==> src/rtl/ysyx_23060096_ifu_if.sv <==
// ysyx_23060096_ifu_if: bundles the IFU's instruction-memory request/response
// channel, the fetched-instruction channel to decode and the redirect input
// from execute. "master" is the IFU's view and "slave" is the surrounding
// core/memory view.
interface ysyx_23060096_ifu_if;
  // Instruction-memory request channel
  logic        imem_req_valid;
  logic        imem_req_ready;
  logic [31:0] imem_req_addr;

  // Instruction-memory response channel
  logic        imem_rsp_valid;
  logic [31:0] imem_rsp_data;
  logic        imem_rsp_err;

  // Fetched instruction towards decode
  logic        out_valid;
  logic        out_ready;
  logic [31:0] out_pc;
  logic [31:0] out_inst;
  logic        out_fault;

  // PC redirect from execute
  logic        redirect_valid;
  logic [31:0] redirect_pc;

  modport master (
    output imem_req_valid,
    output imem_req_addr,
    input  imem_req_ready,
    input  imem_rsp_valid,
    input  imem_rsp_data,
    input  imem_rsp_err,
    output out_valid,
    output out_pc,
    output out_inst,
    output out_fault,
    input  out_ready,
    input  redirect_valid,
    input  redirect_pc
  );

  modport slave (
    input  imem_req_valid,
    input  imem_req_addr,
    output imem_req_ready,
    output imem_rsp_valid,
    output imem_rsp_data,
    output imem_rsp_err,
    input  out_valid,
    input  out_pc,
    input  out_inst,
    input  out_fault,
    output out_ready,
    output redirect_valid,
    output redirect_pc
  );
endinterface

==> src/rtl/ysyx_23060096_ifu.sv <==
// ysyx_23060096_ifu: instruction fetch unit for the single-issue core.
// Holds the PC, issues one instruction-memory read at a time, captures the
// returned word and presents {pc, inst, fault} to decode. Redirects from
// execute replace the PC and cause any in-flight response to be dropped.
// Every output is either a register or a decode of the FSM state, so there
// is no combinational path from any input to any output.
// Define YSYX_23060096_IFU_PERF_EN to build the perf_fetch_cnt and
// perf_stall_cnt counters and their ports; without it they are absent and
// the fetch behaviour is unchanged.
module ysyx_23060096_ifu #(
  parameter logic [31:0] RESET_PC = 32'h8000_0000
) (
  input  logic                  clk,
  input  logic                  rst_n,
`ifdef YSYX_23060096_IFU_PERF_EN
  output logic [31:0]           perf_fetch_cnt,
  output logic [31:0]           perf_stall_cnt,
`endif
  ysyx_23060096_ifu_if.master   bus
);

  // IDLE: one cycle after reset; REQ: request on the bus; WAIT: request
  // accepted, response pending; HOLD: instruction offered to decode;
  // DRAIN: a redirect orphaned the in-flight request, swallow its response.
  typedef enum logic [2:0] {
    IDLE,
    REQ,
    WAIT,
    HOLD,
    DRAIN
  } state_t;

  state_t      r_state;
  state_t      w_nextState;
  logic [31:0] r_pc;
  logic [31:0] w_nextPc;
  logic [31:0] r_outPc;
  logic [31:0] r_outInst;
  logic        r_outFault;
  logic        w_capture;
  logic [31:0] w_redirPc;
  logic [31:0] w_seqPc;
  logic        w_outValid;

  // Redirect targets are forced word-aligned; the sequential PC wraps mod 2^32.
  assign w_redirPc  = bus.redirect_pc & 32'hFFFF_FFFC;
  assign w_seqPc    = r_pc + 32'd4;
  assign w_outValid = (r_state == HOLD);

  assign bus.imem_req_valid = (r_state == REQ);
  assign bus.imem_req_addr  = r_pc;
  assign bus.out_valid      = w_outValid;
  assign bus.out_pc         = r_outPc;
  assign bus.out_inst       = r_outInst;
  assign bus.out_fault      = r_outFault;

  // Next-state, next-PC and response-capture decode; a redirect always beats pc+4
  always_comb begin
    w_nextState = r_state;
    w_nextPc    = r_pc;
    w_capture   = 1'b0;
    case (r_state)
      IDLE: begin
        w_nextState = REQ;
      end
      REQ: begin
        if (bus.redirect_valid) begin
          w_nextPc = w_redirPc;
        end
        if (bus.imem_req_ready) begin
          w_nextState = bus.redirect_valid ? DRAIN : WAIT;
        end
      end
      WAIT: begin
        if (bus.redirect_valid) begin
          w_nextPc    = w_redirPc;
          w_nextState = bus.imem_rsp_valid ? REQ : DRAIN;
        end else if (bus.imem_rsp_valid) begin
          w_capture   = 1'b1;
          w_nextState = HOLD;
        end
      end
      HOLD: begin
        if (bus.redirect_valid) begin
          w_nextPc    = w_redirPc;
          w_nextState = REQ;
        end else if (bus.out_ready) begin
          w_nextPc    = w_seqPc;
          w_nextState = REQ;
        end
      end
      DRAIN: begin
        if (bus.redirect_valid) begin
          w_nextPc = w_redirPc;
        end
        if (bus.imem_rsp_valid) begin
          w_nextState = REQ;
        end
      end
      default: begin
        w_nextState = IDLE;
      end
    endcase
  end

  // FSM state and PC registers
  always_ff @(posedge clk) begin
    if (!rst_n) begin
      r_state <= IDLE;
      r_pc    <= RESET_PC;
    end else begin
      r_state <= w_nextState;
      r_pc    <= w_nextPc;
    end
  end

  // Output holding registers, loaded only by an accepted, non-redirected response
  always_ff @(posedge clk) begin
    if (!rst_n) begin
      r_outPc    <= RESET_PC;
      r_outInst  <= 32'd0;
      r_outFault <= 1'b0;
    end else if (w_capture) begin
      r_outPc    <= r_pc;
      r_outInst  <= bus.imem_rsp_data;
      r_outFault <= bus.imem_rsp_err;
    end
  end

`ifdef YSYX_23060096_IFU_PERF_EN
  logic [31:0] r_fetchCnt;
  logic [31:0] r_stallCnt;
  logic        w_outFire;
  logic        w_outStall;

  assign w_outFire      = w_outValid && bus.out_ready;
  assign w_outStall     = w_outValid && !bus.out_ready;
  assign perf_fetch_cnt = r_fetchCnt;
  assign perf_stall_cnt = r_stallCnt;

  // Delivered-instruction and decode-backpressure counters, wrapping at 2^32
  always_ff @(posedge clk) begin
    if (!rst_n) begin
      r_fetchCnt <= 32'd0;
      r_stallCnt <= 32'd0;
    end else begin
      if (w_outFire) begin
        r_fetchCnt <= r_fetchCnt + 32'd1;
      end
      if (w_outStall) begin
        r_stallCnt <= r_stallCnt + 32'd1;
      end
    end
  end
`endif

endmodule

==> src/flat_wrapper.sv <==
// flat-port wrapper written by rule: the top's interface ports become plain ports
module ysyx_23060096_ifu_flat 
#(
  parameter logic [31:0] RESET_PC = 32'h8000_0000
)
  (clk, rst_n, bus_imem_req_valid, bus_imem_req_addr, bus_imem_req_ready, bus_imem_rsp_valid, bus_imem_rsp_data, bus_imem_rsp_err, bus_out_valid, bus_out_pc, bus_out_inst, bus_out_fault, bus_out_ready, bus_redirect_valid, bus_redirect_pc);
  ysyx_23060096_ifu_if bus_i ();
  input  logic clk;
  input  logic rst_n;
  output wire logic [$bits(bus_i.imem_req_valid)-1:0] bus_imem_req_valid;
  output wire logic [$bits(bus_i.imem_req_addr)-1:0] bus_imem_req_addr;
  input wire logic [$bits(bus_i.imem_req_ready)-1:0] bus_imem_req_ready;
  input wire logic [$bits(bus_i.imem_rsp_valid)-1:0] bus_imem_rsp_valid;
  input wire logic [$bits(bus_i.imem_rsp_data)-1:0] bus_imem_rsp_data;
  input wire logic [$bits(bus_i.imem_rsp_err)-1:0] bus_imem_rsp_err;
  output wire logic [$bits(bus_i.out_valid)-1:0] bus_out_valid;
  output wire logic [$bits(bus_i.out_pc)-1:0] bus_out_pc;
  output wire logic [$bits(bus_i.out_inst)-1:0] bus_out_inst;
  output wire logic [$bits(bus_i.out_fault)-1:0] bus_out_fault;
  input wire logic [$bits(bus_i.out_ready)-1:0] bus_out_ready;
  input wire logic [$bits(bus_i.redirect_valid)-1:0] bus_redirect_valid;
  input wire logic [$bits(bus_i.redirect_pc)-1:0] bus_redirect_pc;
  assign bus_imem_req_valid = bus_i.imem_req_valid;
  assign bus_imem_req_addr = bus_i.imem_req_addr;
  assign bus_i.imem_req_ready = bus_imem_req_ready;
  assign bus_i.imem_rsp_valid = bus_imem_rsp_valid;
  assign bus_i.imem_rsp_data = bus_imem_rsp_data;
  assign bus_i.imem_rsp_err = bus_imem_rsp_err;
  assign bus_out_valid = bus_i.out_valid;
  assign bus_out_pc = bus_i.out_pc;
  assign bus_out_inst = bus_i.out_inst;
  assign bus_out_fault = bus_i.out_fault;
  assign bus_i.out_ready = bus_out_ready;
  assign bus_i.redirect_valid = bus_redirect_valid;
  assign bus_i.redirect_pc = bus_redirect_pc;
  ysyx_23060096_ifu #(.RESET_PC(RESET_PC)) u_core (.clk(clk), .rst_n(rst_n), .bus(bus_i));
endmodule
==> config.mk <==
export PLATFORM = sky130hd
export DESIGN_NAME = ysyx_23060096_ifu_flat
export DESIGN_NICKNAME = d
export VERILOG_FILES = /design/src/rtl/ysyx_23060096_ifu_if.sv /design/src/rtl/ysyx_23060096_ifu.sv /design/src/flat_wrapper.sv
export SDC_FILE = /design/constraint.sdc
export NUM_CORES = 1
export LEC_CHECK = 0
export ABC_AREA = 1
export CAP_MARGIN = 10
export CORE_ASPECT_RATIO = 1.25
export CORE_UTILIZATION = 46
export CTS_BUF_LIST = sky130_fd_sc_hd__clkbuf_4 sky130_fd_sc_hd__clkbuf_8
export DETAILED_ROUTE_END_ITERATION = 10
export HOLD_SLACK_MARGIN = 0.03
export PLACE_DENSITY = 0.93
export SYNTH_ARGS = -nofsm -noshare
export SYNTH_HDL_FRONTEND = slang
export SYNTH_SLANG_ARGS = --single-unit
==> constraint.sdc <==
create_clock -name clk -period 1.85 [get_ports clk]
set_input_delay 0.4625 -clock clk [delete_from_list [all_inputs] [get_ports clk]]
set_output_delay 0.4625 -clock clk [all_outputs]
set_load 0.02 [all_outputs]
Yosys cells after proc, flatten, opt, wreduce, memory -nomap -nowiden
Cells that the tools add are included.
- equal/unequal tests: 9
- muxes and demuxes: 16
- reductions and logical operators: 5
- $add $sub $neg: 1
- operator list (cell ; count):
    32-bit two-way mux ; 3
    32-bit one-hot mux with 2 select lines ; 1
    32-bit by 3-bit adder with 32-bit output, second input constant ; 1
    3-bit two-way mux ; 8
    3-bit one-hot mux with 5 select lines ; 1
    3-bit by 2-bit == test with 1-bit output, second input constant ; 2
    2-bit by 1-bit inequality test with 1-bit output, second input constant ; 2
    4-bit AND reduction ; 1
    3-bit by 1-bit == test with 1-bit output, second input constant ; 1
    3-bit == test, second input constant ; 1
    3-bit logical NOT ; 1
    1-bit two-way mux ; 3
    3-bit by 1-bit inequality test with 1-bit output, second input constant ; 1
    3-bit inequality test, second input constant ; 1
    3-bit AND reduction ; 1
    3-bit OR reduction ; 1
    2-bit inequality test, second input constant ; 1
    2-bit nonzero test ; 1
- flip-flop bits (word level): 100
- bits of input ports: 71
- logic and storage cells: 36
- output and inout bits: 99

Longest topological paths before layout
Gate-level depths: netlist of run 1.
- word-level depth: 4
- mapped depth: 11
- mapped depth without buffers: 10

Least setup slack after synthesis of run 1
No wires, ideal clock.
- path type: register to register
- start: reg u_core.r_pc[3], in the netlist u_core.bus.imem_req_addr[3]
- end: reg u_core.r_pc[16], in the netlist u_core.bus.imem_req_addr[16]
- buffers on the path: 0
- setup time: 132 ps
- stages on the path, launching flop included: 9
- arrival time: 1463 ps
- data required time: 1718 ps
- clock period less this slack: 1595 ps
- path slack: 255 ps
- cells stage by stage: dfxtp_1 -> ha_1 -> nand3_2 -> nor2_1 -> nand3_1 -> nand2_1 -> nand3_1 -> nand3_1 -> a21oi_1
- word-level cells in the longest chain between the ends: 4
- RTL lines (what ; RTL line ; RTL):
    start, declared ; ysyx_23060096_ifu.sv:35 ; logic [31:0] r_pc;
    start signal, assigned ; ysyx_23060096_ifu.sv:113 ; r_pc <= w_nextPc;
    32-bit by 3-bit adder with 32-bit output ; ysyx_23060096_ifu.sv:47 ; assign w_seqPc = r_pc + 32'd4;
    32-bit two-way mux ; ysyx_23060096_ifu.sv:87 ; end else if (bus.out_ready) begin
    32-bit two-way mux ; ysyx_23060096_ifu.sv:84 ; if (bus.redirect_valid) begin
    32-bit one-hot mux with 2 select lines ; ysyx_23060096_ifu.sv:62 ; case (r_state)
Every way passes these cells. The select of a mux whose other input is x is not followed.
A chain may end at the register's enable or synchronous reset.

Worst setup path in the final report of run 1
- start: reg u_core.r_outInst[5], in the netlist u_core.bus.out_inst[5]
- end: out bus_out_inst[5]
- RTL lines (what ; RTL line ; RTL):
    start, declared ; ysyx_23060096_ifu.sv:38 ; logic [31:0] r_outInst;
    start signal, assigned ; ysyx_23060096_ifu.sv:125 ; r_outInst <= bus.imem_rsp_data;
    end, declared ; flat_wrapper.sv:18 ; output wire logic [$bits(bus_i.out_inst)-1:0] bus_out_inst;
No word-level cell between the ends.

==> results.tsv, run 1 <==
stage	metric	value	unit
place	dpl hpwl	10900	um
synthesis	share of the synthesized area in the top cell type	41.1	%
critical_path	slowest stage delay, CP	0.62	ns
critical_path	Crit Path Class	flip-flop to primary output	
detailed_routing	DRC errors left	0	
floorplan	Core Footprint	0.00976	mm2
place	Port Buf Inserts	163	
final_layout	final net count	970	
detailed_routing	final wirelength	14400	um
critical_path	required time of the critical path	1.39	ns
floorplan	I/O pin count	170	
synthesis	YS warnings	0	
synthesis	Post-Synthesis Cells	725	
power_and_ir_drop	Worst VDD drop	0.663	mV
critical_path	FF-to-FF setup slack	0.16	ns
global_route	first-pass GRT wire length	23000	um
place	Area after DPL	0.00661	mm2
global_route	initial antenna violation count	0	
global_route	grt ovf	0	
global_route	Total GRT Usage	27.6	%
detailed_routing	routed wl met2	7010	um
synthesis	Synth area leaders	dfxtp_1 41%, nand2_1 14%, nor2_1 11%	
cts	post-CTS setup repair buffer count	0	
power_and_ir_drop	Static Leakage	0.00313	uW
detailed_routing	WL per Instance	14.0	um
floorplan	initial core utilization	47.9	%
final_layout	share of cells above drive strength 1	9.08	%
power_and_ir_drop	pwr dens	1220	mW/mm2
final_layout	area grow syn2layout	46.1	%
critical_path	Worst R2R End	u_core.bus.imem_req_addr[18]$_SDFFE_PN0P_	
cts	CTS tree	done	
critical_path	CP cell instances	clkdlybuf4s50_1	
critical_path	Worst Setup SP	u_core.bus.out_inst[5]$_SDFFE_PN0P_	
cts	Max clock buf depth	2	
timing	final hold viol count	0	
detailed_routing	routed vias/inst	5.09	
place	final RePlAce weighted congestion	0.946	
place	pre-CTS setup slack	-0.121	ns
cts	CTS H-tree lvls	3	
detailed_routing	1st-pass router iterations	5	
critical_path	worst setup path endpoint	bus_out_inst[5]	
global_route	largest net degree at the start of global routing	46	
timing	achievable frequency	552	MHz
global_route	vias in the first global route	4805	
synthesis	sequential fraction of the synthesis area	41.1	%
timing	setup_tns	0	ns
floorplan	Cell Rows	40	
detailed_routing	DRT antenna net count	0	
critical_path	Worst R2R Start	u_core.bus.imem_req_addr[2]$_SDFFE_PN0P_	
detailed_routing	DR top layer	met4	
status	status	finished clean	
final_layout	diode count	0	
cts	Num CTS Buffers	9	
detailed_routing	Via Count	5233	
critical_path	R2R cell count	9	
critical_path	Slowest-stage cell, CP	clkdlybuf4s50_1	
critical_path	Worst setup SP type	flip-flop	
cts	root buffer cell	clkbuf_8	
timing	fin crit period	1.81	ns
floorplan	Die ar.	0.0106	mm2
critical_path	crit-path leading delay family	buffers and inverters	
timing	final setup margin	0.0398	ns
critical_path	CP arrival	1.35	ns
floorplan	Die Wd	92.2	um
timing	Final Skew	0.00806	ns
synthesis	synthesized flop and latch total	96	
timing	final hold slack	0.488	ns
worst_hold_path	hold crit path type	flip-flop to flip-flop	
power_and_ir_drop	Final Power	8330	uW
critical_path	Setup crit end kind	primary output	
floorplan	die height	115	um
critical_path	WP depth	1	
timing	final-report max-slew violation count	0	
detailed_routing	metal1 wirelength	5910	um
detailed_routing	DRT iter0 DRCs	318	
job	max cap viols	0	
timing	final setup fails	0	
synthesis	Synth Cell Area	0.00468	mm2
synthesis	Avg Cell Area, Syn	6.45	um2
cts	clock latency at the later pin of the worst-skew pair	0.37	ns
final_layout	design area	0.00683	mm2
timing	RSZ-0062 raised after global routing	no	
cts	CTS clock-pin slew for the worst setup and hold paths	0.10	ns
synthesis	post-synth cell types	28	
timing	final worst-path cycle share	97.8	%
critical_path	worst path bufs/invs	1	
synthesis	Yosys top cell by area	dfxtp_1	
critical_path	Crit Path Max Fanout	2	
cts	cts hold-fix bufs	0	
cts	CTS sink cnt	96	
detailed_routing	DR WL met3	1100	um
## metrics by stage
step | utilization [%] | std cells
floorplan | - | 728
CTS | 69.6 | 1029
global route | 70.0 | 1029
global placement | 67.7 | 1013
finish | 70.0 | 1029
detailed placement | 67.7 | 1013
## report_power, final
group / switching [uW] / internal, uW / total (uW)
sequential: 452 / 2490 / 2940
clock: 771 / 690 / 1460
combinational: 2300 / 1620 / 3930
## logic make-up (layout without fill, tap and decap cells)
kind of cell / count (synthesis) / in the layout / synth area share, %
simple gates: 368 / 368 / 31.6
compound gates: 142 / 142 / 15.7
buf+inv: 111 / 286 / 10.1
flops: 96 / 96 / 41.1
xor+xnor: 6 / 6 / 1.12
fa+ha+maj: 1 / 1 / 0.268
other cells: 1 / 4 / 0.0802
## how the worst min path moves through the flow
stage	startpoint	to	slack [ns]	depth (start not counted)
floorplan	u_core.r_state[1]$_SDFFE_PN0P_	u_core.r_state[1]$_SDFFE_PN0P_	0.47	2
detailed placement	u_core.bus.out_pc[31]$_SDFFE_PN1P_	u_core.bus.out_pc[31]$_SDFFE_PN1P_	0.47	2
finish	u_core.bus.out_pc[31]$_SDFFE_PN1P_	u_core.bus.out_pc[31]$_SDFFE_PN1P_	0.49	2
global placement	u_core.bus.out_pc[31]$_SDFFE_PN1P_	u_core.bus.out_pc[31]$_SDFFE_PN1P_	0.46	2
global route	u_core.bus.out_pc[31]$_SDFFE_PN1P_	u_core.bus.out_pc[31]$_SDFFE_PN1P_	0.53	2
CTS	u_core.bus.out_pc[31]$_SDFFE_PN1P_	u_core.bus.out_pc[31]$_SDFFE_PN1P_	0.49	2
## timing repair
action,in CTS,in global routing
endpoints found under the setup margin,24,16
pin swaps,0,0
resized for setup,27,16
## synthesized netlist by cell type (all sizes together)
cell    instances
o21ai          85
ha              1
nor3            1
dfxtp          96
o22ai           1
nor2          141
xnor2           3
nand3          42
o21bai          1
conb            1
xor2            3
a31oi           8
nand4           4
clkbuf         16
o211ai          1
nand3b          1
inv            72
nand2         179
a21oi          44
buf            23
a211oi          2
## cells in the final DEF, fill, tap and decap left out, types with 2 or more instances in the layout
cell type,Yosys,final
nand3_1,39,39
buf_12,0,6
clkbuf_8,0,10
buf_4,9,29
nor2_2,5,3
xor2_1,3,3
clkdlybuf4s50_1,0,124
nand4_1,4,4
dfxtp_2,0,2
xnor2_1,3,3
inv_2,18,18
a21oi_1,44,44
dlygate4sd2_1,0,23
dfxtp_1,96,94
inv_1,54,54
a211oi_1,2,2
nand2_1,178,178
conb_1,1,4
o21ai_0,62,62
dlymetal6s2s_1,0,14
nor2_4,0,2
o21ai_1,23,23
nand3_2,3,3
a31oi_1,8,8
nor2_1,136,136
## metal layers
layer	vias to the layer above	global-route usage (%)
met1	2357	32.6
met3	30	7.04
met2	210	48.0
met4	0	11.0
li1	2636	-
met5	-	0
## final cells by class
type / instances / area [um2]
inverter: 72 / 270
clock inverter: 5 / 62.6
fill: 824 / 2930
tap: 126 / 158
multi-input combinational: 521 / 2300
timing repair buffer: 198 / 1970
clock buffer: 11 / 145
sequential: 96 / 1920
## sequential cells by signal, summed over array words and instances (netlist names)
signal / flops
u_core.bus.out_pc: 30
u_core.bus.imem_req_addr: 30
u_core.bus.out_inst: 32
u_core.bus.out_fault: 1
u_core.r_state: 3
Power figures use the tool's default switching activity.
==> run 2, diff against run 1 <==
Settings changed: SKIP_LAST_GASP from default to 1.
==> run 2 against run 1 <==
Compared with the run above: sequential share of layout area about the same; power down 0.20%; flip-flop and latch count unchanged; final cell count unchanged; clock skew barely moved; critical path depth stayed put; maximum frequency hardly changed; non-clock buffer count stayed put; via count fell by 0.19%; combinational power about the same; global-route usage did not move.
==> results.tsv, run 2 (same netlist as run 1, synthesis figures left out) <==
stage	metric	value	unit	change
status	status	finished clean		
global_route	grt met1 use	32.6	%	unchanged
detailed_routing	DRT antenna net count	0		unchanged
global_route	largest net degree at the start of global routing	46		unchanged
timing	fin crit period	1.81	ns	-0.0000950 ns
cts	root buffer cell	clkbuf_8		
detailed_routing	DRC errors left	0		unchanged
global_route	vias in the first global route	4805		unchanged
final_layout	most frequent cells in the layout	178 x nand2_1, 136 x nor2_1, 124 x clkdlybuf4s50_1, 94 x dfxtp_1, 62 x o21ai_0		
place	Port Buf Inserts	163		unchanged
final_layout	diode count	0		unchanged
place	Area after DPL	0.00661	mm2	unchanged
global_route	GRT Max-Usage Layer	met2		
power_and_ir_drop	Worst VDD drop	0.663	mV	about the same
global_route	grt ovf	0		unchanged
timing	achievable frequency	552	MHz	about the same
floorplan	die height	115	um	unchanged
power_and_ir_drop	combinational share of power	47.1	%	about the same
final_layout	commonest non-fill, non-tap cell in the layout	nand2_1		
power_and_ir_drop	Static Leakage	0.00313	uW	about the same
detailed_routing	Via Count	5223		-0.19%
final_layout	design area	0.00682	mm2	-0.16%
floorplan	Die ar.	0.0106	mm2	unchanged
floorplan	initial core utilization	47.9	%	unchanged
job	max cap viols	0		unchanged
timing	RSZ-0062 raised after global routing	no		
place	final RePlAce weighted congestion	0.946		unchanged
critical_path	required time of the critical path	1.39	ns	about the same
cts	cts hold-fix bufs	0		unchanged
final_layout	final net count	970		unchanged
cts	Max clock buf depth	2		unchanged
global_route	met2 Use GR	48.0	%	unchanged
power_and_ir_drop	Sw Share	42.3	%	-0.069 points
cts	Num CTS Buffers	9		unchanged
critical_path	Crit Path Class	flip-flop to primary output		
timing	final-report max-slew violation count	0		unchanged
critical_path	Crit Path Max Fanout	2		unchanged
global_route	first-pass GRT wire length	23000	um	unchanged
critical_path	crit-path leading delay family	buffers and inverters		
cts	CTS sink cnt	96		unchanged
critical_path	slowest stage delay, CP	0.62	ns	about the same
power_and_ir_drop	Final Power	8310	uW	-0.20%
floorplan	Core Footprint	0.00976	mm2	unchanged
final_layout	max reg flops	32		unchanged
floorplan	Cell Rows	40		unchanged
critical_path	CP arrival	1.35	ns	about the same
global_route	grt met3 use	7.04	%	unchanged
cts	CTS H-tree lvls	3		unchanged
final_layout	area grow syn2layout	45.9	%	
worst_hold_path	hold crit path type	flip-flop to flip-flop		
power_and_ir_drop	pwr dens	1220	mW/mm2	about the same
timing	final hold viol count	0		unchanged
cts	CTS clock-pin slew for the worst setup and hold paths	0.10	ns	about the same
detailed_routing	WL per Instance	14.0	um	about the same
timing	setup_tns	0	ns	unchanged
global_route	initial antenna violation count	0		unchanged
timing	final setup fails	0		unchanged
timing	Final Skew	0.00789	ns	-0.000173 ns
power_and_ir_drop	Clock power frac	17.6	%	about the same
power_and_ir_drop	Pint	4800	uW	about the same
cts	CTS tree	done		
timing	final hold slack	0.488	ns	unchanged
power_and_ir_drop	switching pwr	3510	uW	-0.37%
final_layout	Cell Count, Final, Fillers Out	1029		unchanged
critical_path	Setup crit end kind	primary output		
timing	final worst-path cycle share	97.8	%	about the same
critical_path	Worst setup SP type	flip-flop		
critical_path	Slowest-stage cell, CP	clkdlybuf4s50_1		
critical_path	CP cell instances	clkdlybuf4s50_1		
critical_path	worst path bufs/invs	1		unchanged
floorplan	Die Wd	92.2	um	unchanged
detailed_routing	DRT iter0 DRCs	332		+4.4%
place	dpl hpwl	10900	um	unchanged
cts	clock latency at the later pin of the worst-skew pair	0.37	ns	about the same
detailed_routing	1st-pass router iterations	5		unchanged
final_layout	share of cells above drive strength 1	9.08	%	unchanged
floorplan	I/O pin count	170		unchanged
detailed_routing	final wirelength	14400	um	about the same
place	Placed Cells	1013		unchanged
detailed_routing	routed vias/inst	5.08		-0.19%
power_and_ir_drop	sequential share of power	35.3	%	about the same
global_route	Total GRT Usage	27.6	%	unchanged
[run 2: changes by cell type in the layout (fill, tap and decap cells not counted)]
cell             previous run  this run
clkbuf_2                    0         1
clkdlybuf4s15_2             1         0
nor2_2                      3         4
nor2_4                      2         1
[run 2: layout make-up]
cell class	count	area, um2
Multi-Input combinational cell	521	2300
Sequential cell	96	1920
Clock buffer	11	145
Fill cell	829	2940
Tap cell	126	158
Timing Repair Buffer	198	1970
Inverter	72	270
Clock inverter	5	62.6
[run 2: metrics by stage]
step	utilization [%]	setup WS, ns
2_1_floorplan	-	0.255
3_3_place_gp	67.7	-0.0523
3_5_place_dp	67.7	-0.121
4_1_cts	69.6	-0.0320
5_1_grt	69.9	0.000473
6_report	69.9	0.0399
[run 2: timing repair]
| action | CTS | global route |
|---|---|---|
| setup buffers | 0 | 0 |
| gates cloned | 0 | 0 |
| gates resized for setup | 25 | 17 |
| pin swaps | 0 | 0 |
| setup endpoints to repair | 24 | 16 |
[run 2: worst paths after layout]
kind	depth (start not counted)	slack, ns	from	endpoint
setup / recovery	1	0.04	u_core.bus.out_inst[5]$_SDFFE_PN0P_	bus_out_inst[5]
hold / removal	2	0.49	u_core.bus.out_pc[31]$_SDFFE_PN1P_	u_core.bus.out_pc[31]$_SDFFE_PN1P_
setup reg to reg	9	0.16	u_core.bus.imem_req_addr[2]$_SDFFE_PN0P_	u_core.bus.imem_req_addr[18]$_SDFFE_PN0P_
hold reg to reg	2	0.49	u_core.bus.out_pc[31]$_SDFFE_PN1P_	u_core.bus.out_pc[31]$_SDFFE_PN1P_
[run 2: worst min-delay path, stage by stage, from the launching register on]
cell and delay (ns):
dfxtp_1 0.34, nand2_1 0.06, o211ai_1 0.07
[run 2: layer usage]
layer / vias to the layer above / share of wire (%)
met5: - / 0
met3: 30 / 8.3
li1: 2635 / -
met1: 2334 / 40
met2: 224 / 49
met4: 0 / 2.6
[run 2: power by group through the flow]
| stage | Sequential [uW] | Clock, uW | Combinational [uW] |
|---|---|---|---|
| CTS | 2920 | 1470 | 3910 |
| global route | 2990 | 1570 | 4260 |
| detailed placement | 2970 | 0 | 4030 |
| floorplan | 3390 | 0 | 1770 |
| finish | 2940 | 1460 | 3910 |
| global placement | 2960 | 0 | 3960 |
==> run 3, diff against run 2 <==
Settings changed: CORE_UTILIZATION 46 to 31, PLACE_DENSITY 0.93 to 0.7.
==> run 3 against run 2 <==
Compared with the run above: the run now ends with DRC left; final area grew 0.79%; sequential power about the same; count of clock-buffer cells in the layout is the same; critical endpoint is now bus_out_valid; largest power group unchanged.
==> results.tsv, run 3 (same netlist as run 1, synthesis figures left out) <==
stage	metric	value	unit	change
status	status	complete, but fails checks		
status	failing checks	DRC		
cts	clock latency at the later pin of the worst-skew pair	0.38	ns	about the same
place	final RePlAce weighted congestion	0.864		-8.6%
cts	CTS clock-pin slew for the worst setup and hold paths	0.09	ns	about the same
global_route	grt met3 use	6.18	%	-0.85 points
cts	Max clock buf depth	2		unchanged
final_layout	max reg flops	32		unchanged
detailed_routing	Via Count	5128		-1.8%
floorplan	Die Wd	112	um	+21%
timing	final setup fails	0		unchanged
floorplan	Cell Rows	49		+23%
place	Area after DPL	0.00667	mm2	+0.83%
critical_path	Setup crit end kind	primary output		
final_layout	design area	0.00688	mm2	+0.79%
power_and_ir_drop	pwr dens	1180	mW/mm2	-3.1%
critical_path	worst path bufs/invs	2		+1
timing	achievable frequency	550	MHz	-0.41%
detailed_routing	DRC errors left	10		+10
final_layout	commonest non-fill, non-tap cell in the layout	nand2_1		
final_layout	area grow syn2layout	47.0	%	
place	Placed Cells	1065		+5.1%
global_route	met2 Use GR	34.6	%	-13 points
detailed_routing	DRT iter0 DRCs	219		-34%
detailed_routing	DRT antenna net count	0		unchanged
floorplan	Die ar.	0.0156	mm2	+47%
critical_path	R2R cell count	9		unchanged
global_route	Total GRT Usage	20.3	%	-7.4 points
final_layout	most frequent cells in the layout	178 x nand2_1, 134 x nor2_1, 108 x clkdlybuf4s50_1, 94 x dfxtp_1, 62 x o21ai_0		
critical_path	Slowest-stage cell, CP	dfxtp_1		
floorplan	die height	139	um	+21%
critical_path	crit-path leading delay family	flip-flops		
cts	Num CTS Buffers	9		unchanged
final_layout	final net count	970		unchanged
timing	Final Skew	0.0141	ns	+0.00624 ns
critical_path	required time of the critical path	1.39	ns	about the same
critical_path	Crit Path Class	flip-flop to primary output		
place	dpl hpwl	11600	um	+6.4%
cts	root buffer cell	clkbuf_8		
job	max cap viols	0		unchanged
global_route	largest net degree at the start of global routing	48		+4.3%
critical_path	FF-to-FF setup slack	0.19	ns	+0.03 ns
global_route	initial antenna violation count	0		unchanged
power_and_ir_drop	Static Leakage	0.00335	uW	+7.2%
timing	RSZ-0062 raised after global routing	yes		
critical_path	Worst Setup SP	u_core.r_state[0]$_SDFFE_PN0P_		
power_and_ir_drop	Final Power	8110	uW	-2.4%
timing	final hold slack	0.438	ns	-0.0502 ns
place	Port Buf Inserts	163		unchanged
cts	CTS tree	done		
global_route	GRT Max-Usage Layer	met2		
power_and_ir_drop	Worst VDD drop	0.550	mV	-17%
global_route	first-pass GRT wire length	25000	um	+8.7%
timing	fin crit period	1.82	ns	+0.00743 ns
final_layout	share of cells above drive strength 1	9.09	%	+0.010 points
critical_path	slowest stage delay, CP	0.42	ns	-0.20 ns
detailed_routing	1st-pass router iterations	8		+3
critical_path	CP arrival	1.36	ns	about the same
cts	post-CTS setup repair buffer count	0		unchanged
detailed_routing	final wirelength	15300	um	+6.2%
critical_path	Worst R2R End	u_core.bus.imem_req_addr[27]$_SDFFE_PN0P_		
floorplan	initial core utilization	32.2	%	-16 points
timing	final hold viol count	0		unchanged
detailed_routing	routed vias/inst	4.75		-6.5%
critical_path	Worst setup SP type	flip-flop		
critical_path	CP cell instances	inv_2 > nor2_2 > clkdlybuf4s15_1		
critical_path	Crit Path Max Fanout	4		+2
floorplan	I/O pin count	170		unchanged
detailed_routing	WL per Instance	14.2	um	+1.2%
global_route	grt ovf	0		unchanged
timing	final worst-path cycle share	98.2	%	+0.40 points
cts	CTS H-tree lvls	3		unchanged
critical_path	Worst R2R Start	u_core.bus.imem_req_addr[4]$_SDFFE_PN0P_		
final_layout	Cell Count, Final, Fillers Out	1080		+5.0%
cts	CTS sink cnt	96		unchanged
global_route	vias in the first global route	5036		+4.8%
timing	setup_tns	0	ns	unchanged
critical_path	WP depth	3		+2
critical_path	worst setup path endpoint	bus_out_valid		
final_layout	diode count	0		unchanged
global_route	grt met1 use	22.7	%	-9.9 points
worst_hold_path	hold crit path type	input pin to flip-flop		
timing	final-report max-slew violation count	0		unchanged
floorplan	Core Footprint	0.0145	mm2	+49%
-- run 3: cell count changes in the layout (fill, tap and decap cells not counted), moves of 2 or more --
cell,change
nor2_1,-2
dlymetal6s2s_1,+12
nor2_2,+2
dlygate4sd2_1,+4
clkdlybuf4s50_1,-16
-- run 3: timing repair --
item | 4_1_cts | 5_1_grt
cloned | 0 | 0
hold buffers | 0 | 0
resized for setup | 29 | 29
endpoints found under the hold margin | 0 | 0
endpoints found under the setup margin | 28 | 30
-- run 3: report_power, final --
group / internal (uW) / switching (uW)
Combinational: 1580 / 2300
Clock: 536 / 757
Sequential: 2490 / 451
Total: 4600 / 3510
-- run 3: final cells by class --
type                       count  area, um2
inverter                      72        270
tap                          178        223
multi-input combinational    521       2300
clock inverter                 4       28.8
clock buffer                  11        145
sequential                    96       1920
fill                        1510       7650
timing repair buffer         198       1980
-- run 3: per-stage QoR --
| step | util (%) | setup slack, ns |
|---|---|---|
| 2_1_floorplan | - | 0.255 |
| 3_3_place_gp | 45.9 | -0.0821 |
| 3_5_place_dp | 45.9 | -0.0987 |
| 4_1_cts | 46.8 | -0.0131 |
| 5_1_grt | 47.3 | -0.0608 |
| 6_report | 47.3 | 0.0325 |
-- run 3: how the worst min path moves through the flow --
| stage | startpoint | to | slack [ns] | cells past startpoint |
|---|---|---|---|---|
| after detailed placement | u_core.bus.out_pc[31]$_SDFFE_PN1P_ | u_core.bus.out_pc[31]$_SDFFE_PN1P_ | 0.47 | 2 |
| after global routing | rst_n | u_core.r_state[0]$_SDFFE_PN0P_ | 0.43 | 3 |
| final | rst_n | u_core.r_state[0]$_SDFFE_PN0P_ | 0.44 | 3 |
| after global placement | u_core.bus.out_pc[31]$_SDFFE_PN1P_ | u_core.bus.out_pc[31]$_SDFFE_PN1P_ | 0.46 | 2 |
| after CTS | rst_n | u_core.r_state[0]$_SDFFE_PN0P_ | 0.41 | 3 |
| after floorplan | u_core.r_state[1]$_SDFFE_PN0P_ | u_core.r_state[1]$_SDFFE_PN0P_ | 0.47 | 2 |
-- run 3: layer usage --
layer  part of all wire [%]  vias up
li1                       -     2633
met3                    8.3       26
met4                    3.0        0
met5                      0        -
met2                     48      171
met1                     41     2298
-- run 3: tightest hold or removal path: cells and delay by family --
kind / cells / cell delay, ns
and+or+nand+nor: 1 / 0.10
buffers and inverters: 2 / 0.22
